**src/rtl/fetch_pkg.sv**
```systemverilog
// Shared types and constants for the instruction fetch/sequencing stage.
package fetch_pkg;

  typedef enum logic [1:0] {
    S_IDLE  = 2'd0,
    S_FETCH = 2'd1,
    S_HOLD  = 2'd2,
    S_HALT  = 2'd3
  } fetch_state_t;

  localparam logic [5:0]  OP_RTYPE  = 6'd0;
  localparam logic [5:0]  OP_J      = 6'd2;
  localparam logic [5:0]  OP_BEQ    = 6'd4;
  localparam logic [5:0]  OP_BNE    = 6'd5;
  localparam logic [5:0]  OP_LW     = 6'd35;
  localparam logic [5:0]  OP_SW     = 6'd43;
  localparam logic [31:0] HALT_WORD = 32'hFFFF_FFFF;

  // Sequential / jump / branch target of the instruction held at pc.
  function automatic logic [31:0] calc_next_pc(input logic [31:0] pc,
                                               input logic [31:0] instr,
                                               input logic        eq);
    logic [31:0] pc4;
    logic [5:0]  op;
    pc4 = pc + 32'd4;
    op  = instr[31:26];
    if (op == OP_J)
      return {pc4[31:28], instr[25:0], 2'b00};
    if ((op == OP_BEQ && eq) || (op == OP_BNE && !eq))
      return pc4 + {{14{instr[15]}}, instr[15:0], 2'b00};
    return pc4;
  endfunction

endpackage

```
**src/rtl/instr_rom.sv**
```systemverilog
// Instruction memory: synchronous write, asynchronous read, contents never reset.
module instr_rom #(
  parameter int DEPTH = 128,
  parameter int AW    = $clog2(DEPTH)
) (
  input  logic          clock,
  input  logic          we,
  input  logic [AW-1:0] waddr,
  input  logic [31:0]   wdata,
  input  logic [AW-1:0] raddr,
  output logic [31:0]   rdata
);

  logic [31:0] mem [DEPTH];

  // Program load port
  always_ff @(posedge clock) begin
    if (we) mem[waddr] <= wdata;
  end

  assign rdata = mem[raddr];

endmodule

```
**src/rtl/instr_fetch_unit.sv**
```systemverilog
// Fetch/sequencing stage: holds PC, presents one instruction per slot,
// resolves j/beq/bne at slot end, halts on halt word or out-of-range PC.
module instr_fetch_unit
  import fetch_pkg::*;
#(
  parameter int IMEM_DEPTH  = 128,
  parameter int SLOT_CYCLES = 4
) (
  input  logic                          clock,
  input  logic                          reset,
  input  logic                          start,
  input  logic                          prog_we,
  input  logic [$clog2(IMEM_DEPTH)-1:0] prog_addr,
  input  logic [31:0]                   prog_data,
  input  logic                          regs_equal,
  output logic [31:0]                   instrword,
  output logic                          newinstr,
  output logic [31:0]                   pc,
  output logic                          halted,
  output logic                          busy
);

  localparam int          AW       = $clog2(IMEM_DEPTH);
  localparam int          CW       = (SLOT_CYCLES > 1) ? $clog2(SLOT_CYCLES) : 1;
  localparam logic [31:0] PC_LIMIT = 32'(4 * IMEM_DEPTH);

  fetch_state_t  state, state_n;
  logic [31:0]   pc_n, instr_n, rd_data, npc;
  logic          newinstr_n;
  logic [CW-1:0] cnt, cnt_n;
  logic          idle_like;

  assign idle_like = (state == S_IDLE) || (state == S_HALT);

  // Writes are only accepted while nothing is executing
  instr_rom #(.DEPTH(IMEM_DEPTH), .AW(AW)) u_rom (
    .clock (clock),
    .we    (prog_we && idle_like),
    .waddr (prog_addr),
    .wdata (prog_data),
    .raddr (pc[AW+1:2]),
    .rdata (rd_data)
  );

  assign npc    = calc_next_pc(pc, instrword, regs_equal);
  assign halted = (state == S_HALT);
  assign busy   = (state == S_FETCH) || (state == S_HOLD);

  // State and datapath registers
  always_ff @(posedge clock or posedge reset) begin
    if (reset) begin
      state     <= S_IDLE;
      pc        <= '0;
      instrword <= '0;
      newinstr  <= 1'b0;
      cnt       <= '0;
    end else begin
      state     <= state_n;
      pc        <= pc_n;
      instrword <= instr_n;
      newinstr  <= newinstr_n;
      cnt       <= cnt_n;
    end
  end

  // Next-state, slot counter and PC selection
  always_comb begin
    state_n    = state;
    pc_n       = pc;
    instr_n    = instrword;
    newinstr_n = 1'b0;
    cnt_n      = cnt;
    case (state)
      S_IDLE, S_HALT: begin
        if (start) begin
          state_n = S_FETCH;
          pc_n    = '0;
        end
      end
      S_FETCH: begin
        instr_n    = rd_data;
        newinstr_n = 1'b1;
        cnt_n      = CW'(SLOT_CYCLES - 1);
        state_n    = S_HOLD;
      end
      S_HOLD: begin
        if (cnt != '0) begin
          cnt_n = cnt - 1'b1;
        end else if (instrword == HALT_WORD || npc >= PC_LIMIT) begin
          // pc stays on the offending instruction for inspection
          state_n = S_HALT;
        end else begin
          pc_n    = npc;
          state_n = S_FETCH;
        end
      end
      default: state_n = S_IDLE;
    endcase
  end

endmodule

```
**config.mk**
```make
export PLATFORM = sky130hd
export DESIGN_NAME = instr_fetch_unit
export DESIGN_NICKNAME = d
export VERILOG_FILES = /design/src/rtl/fetch_pkg.sv /design/src/rtl/instr_rom.sv /design/src/rtl/instr_fetch_unit.sv
export SDC_FILE = /design/constraint.sdc
export NUM_CORES = 2
export LEC_CHECK = 0
export ABC_CLOCK_PERIOD_IN_PS = 4780
export BUFFER_PORTS_ARGS = -buffer_cell sky130_fd_sc_hd__buf_2
export CAP_MARGIN = 20
export CORE_ASPECT_RATIO = 0.6
export CORE_MARGIN = 8
export CORE_UTILIZATION = 50
export DETAILED_ROUTE_END_ITERATION = 12
export PLACE_DENSITY = 0.76
export SLEW_MARGIN = 0
export SYNTH_ARGS = -nofsm -noshare
export SYNTH_HDL_FRONTEND = slang
export SYNTH_HIERARCHICAL = 1
export SYNTH_SLANG_ARGS = --single-unit
```
**constraint.sdc**
```tcl
create_clock -name clock -period 4.78 [get_ports clock]
set_clock_uncertainty 0.05 [all_clocks]
set_input_delay 0.478 -clock clock [delete_from_list [all_inputs] [get_ports clock]]
set_output_delay 0.478 -clock clock [all_outputs]
set_load 0.02 [all_outputs]
```
==> key figures <==
Placement
  – Placed cell areas: around 170000 um^2
  – Port Buffers: between 100 and 150
  – Routability cong.: between 0.9 and 1
  – Dpl ws: -0.248 ns
  – HPWL after DPL: 253000 um

Floorplan
  – Initial cell density of the core: 50.3%
  – Io pins: between 100 and 150
  – Cell row count: between 150 and 200
  – Vert. Die Dim: around 460 um
  – Full die area: 342000 um^2
  – Die width: around 750 um
  – Total core area: about 320000 um^2

Clock network
  – Htree depth: 5
  – TritonCTS clock tree: done
  – CTS root buffer: clkbuf_16
  – Total CTS buffers: between 300 and 400
  – Clock Latency Late Sink: 0.93 ns
  – Reg clk slew, reported paths: 0.08 ns
  – Clock Tree Buf Depth: 4
  – CTS Sinks: approximately 4200

Job
  – Max_cap viols: 0

Global routing
  – Total track usage: 26.5%
  – Remaining global-route overflow: 0
  – Vias in the first global route: around 80000
  – Initial antenna violation count: 83
  – First-pass GRT wire length: 634000 um
  – Largest net degree at the start of global routing: around 160

Outcome
  – Status: finished, final reports clean

Worst setup path
  – CP max stage delay: around 0.5 ns
  – Crit path required time: 5.47 ns
  – Worst R2R Start: pc[2]$_DFFE_PP0P_
  – Critical path's slowest cell: dfrtp_4
  – Worst-path maximum fanout: 7
  – CP arrival: 5.43 ns
  – Critical R2R Capture: pc[24]$_DFFE_PP0P_
  – Reg2reg setup slack: around 0.032 ns
  – CP cell instances: ha_2 > and4_1 > nand4_1 > buf_6 > buf_4 > nor2_2 > xor2_1 > ha_1 > buf_4 > nand2_2 > o31ai_2 > buf_4 > a21o_1 > o2111ai_2 > and4_1 > nor4_2 > buf_4 > nand4_4 > o31ai_4 > buf_4 > clkbuf_16 > a21boi_1
  – Critical path's most frequent cell: buf_4
  – CP startpoint: pc[2]$_DFFE_PP0P_
  – Critical path class: flop to flop
  – Reg2reg path depth: 22
  – Startpoint Class: flop
  – Critical path destination: pc[24]$_DFFE_PP0P_
  – Critical Path End Type: flop

Yosys
  – Post-synth EDFFs: 4096
  – Seq/Total Area, Yosys: between 70% and 80%
  – Synth cell types: about 80
  – Post-synthesis async set-or-reset flop share: 1.66%
  – Post-Syn Instances: 6617
  – Register bit total from synthesis: ~4200
  – Dominant synthesized flop cell: edfxtp_1
  – Post-synthesis cell area: approximately 160000 um^2
  – Synth Warn #: 6
  – Syn nets: around 6700
  – Syn Area/Cell: between 20 and 25 um^2

Timing
  – Worst Max-Slew Pin Slew: 1.22 ns
  – Fin worst setup slack: ~0.032 ns
  – Final hold vios: 0
  – F_max: between 200 and 250 MHz
  – # setup viols final: 0
  – Relative slew slack: 18.8%
  – Crit path time final: approximately 4.7 ns
  – Slew Viols, Final: 0
  – Fin crit share: 99.3%

Cells and area
  – Layout cell share with drive strength beyond 1: about a third
  – Design Area, Final: between 150000 and 200000 um^2
  – Fin nets: slightly above 7000
  – Commonest cells after routing, fill and taps aside: edfxtp_1, mux4_2, clkbuf_16
  – Area growth from synthesis to layout: 12.8%
  – Most common cell after layout, fill and taps aside: edfxtp_1
  – Util after Layout: between 50 and 60%

Hold path
  – Worst hold path class: input port to flop

Pwr
  – PD cells: between 400 and 500 nW/um^2
  – Leak Pwr: approximately 54 nW
  – Max VDD drop: ~0.00037 V

Routing
  – Drc violations: 0
  – Final WL: between 400000 and 500000 um
  – DR vias: about 80000
  – Routed wire per std cell: slightly below 40 um
  – Drt via density: 6.93
  – ANT nets after route: 0
  – Initial drt markers: 14900
  – 1st-pass router iterations: 6
-- power by group --
group | internal (W) | total (W) | switching (W)
Sequential | 0.0404 | 0.0409 | 0.000514
Clock | 0.0155 | 0.0286 | 0.0131
Combinational | 0.00432 | 0.0106 | 0.00632
-- sequential cells by signal, indices dropped and copies added, names as in the netlist --
| register | count |
|---|---|
| newinstr | 1 |
| u_rom/mem | 4096 |
| instrword | 32 |
| state | 2 |
| pc | 32 |
| cnt | 2 |
-- cells by family after synthesis --
logic type	count (synthesis)	share of synthesized area (%)
AOI/OAI and AO/OA	196	0.876
xor gates and xnor gates	49	0.266
adders and majority gates	38	0.299
buffers and inverters	367	0.941
DFF	4165	77.3
muxes	1415	19.2
and+or+nand+nor	387	1.12
-- synthesized netlist by cell type, types with 27 or more instances --
master    count  area [um^2]
a21oi_1      43          215
buf_1        50          188
buf_2        79          395
clkbuf_1    209          785
dfrtp_1      69         1730
edfxtp_1   4096       123000
ha_1         37          463
mux2_2       61          687
mux4_2     1344        30300
nand2_1      76          285
nand3_1      33          165
nand4_1      27          169
nor2_1      163          612
o21ai_0      32          160
xnor2_1      30          263
-- final cells by class --
type,instances,area [um^2]
diodes,83,208
multi-input cells,2085,36400
repair buffers,465,4340
flip-flops and latches,4165,125000
inverters,21,78.8
fillers,22000,139000
clock inverters,156,1690
well taps,4319,5400
clock buffers,447,9250
-- worst min path at each step --
stage / slack (ns) / start / to / depth (start not counted)
global route: 0.03 / prog_data[3] / u_rom/mem[4][3]$_DFFE_PP_ / 1
global placement: 0.43 / cnt[0]$_DFFE_PP0P_ / cnt[0]$_DFFE_PP0P_ / 1
CTS: 0.003 / prog_data[14] / u_rom/mem[36][14]$_DFFE_PP_ / 1
detailed placement: 0.45 / pc[0]$_DFFE_PP0P_ / pc[0]$_DFFE_PP0P_ / 2
floorplan: 0.41 / cnt[0]$_DFFE_PP0P_ / cnt[0]$_DFFE_PP0P_ / 1
finish: 0.06 / prog_data[3] / u_rom/mem[1][3]$_DFFE_PP_ / 1
-- worst max-delay path, delay by kind of cell (launching register included) --
family                     cells  cell delay (ns)
buffers and inverters          7             1.24
and+or+nand+nor                7             1.23
xor gates and xnor gates       1             0.15
DFF                            1             0.50
AOI/OAI and AO/OA              5             0.85
adders and majority gates      2             0.53
-- per-layer routing --
| layer | share of wire, % | GRT usage (%) |
|---|---|---|
| met1 | 35 | 37.6 |
| met3 | 18 | 11.2 |
| met5 | 0.038 | 0 |
| met4 | 3.3 | 7.55 |
| met2 | 44 | 37.7 |
-- what timing repair did --
action / 4_1_cts / 5_1_grt
gates cloned: 0 / 3
resized for setup: 8 / 73
setup endpoints to repair: 34 / 46
setup buffers: 1 / 11
pin swaps: 1 / 18
hold endpoints to repair: 103 / 20
hold buffers: 4 / 1
-- metrics by stage --
stage	hold WS [ns]	instances	power (W)	TNS (ns)
after floorplan	0.409	6617	0.0473	0
after global placement	0.429	11000	0.0515	-3.14
after detailed placement	0.448	11000	0.0517	-5.65
after CTS	0.00312	11600	0.0798	0
after global routing	0.0264	11700	0.0819	-1.75
final	0.0569	11700	0.0801	0
No activity file was read; power rests on OpenSTA's default activity.
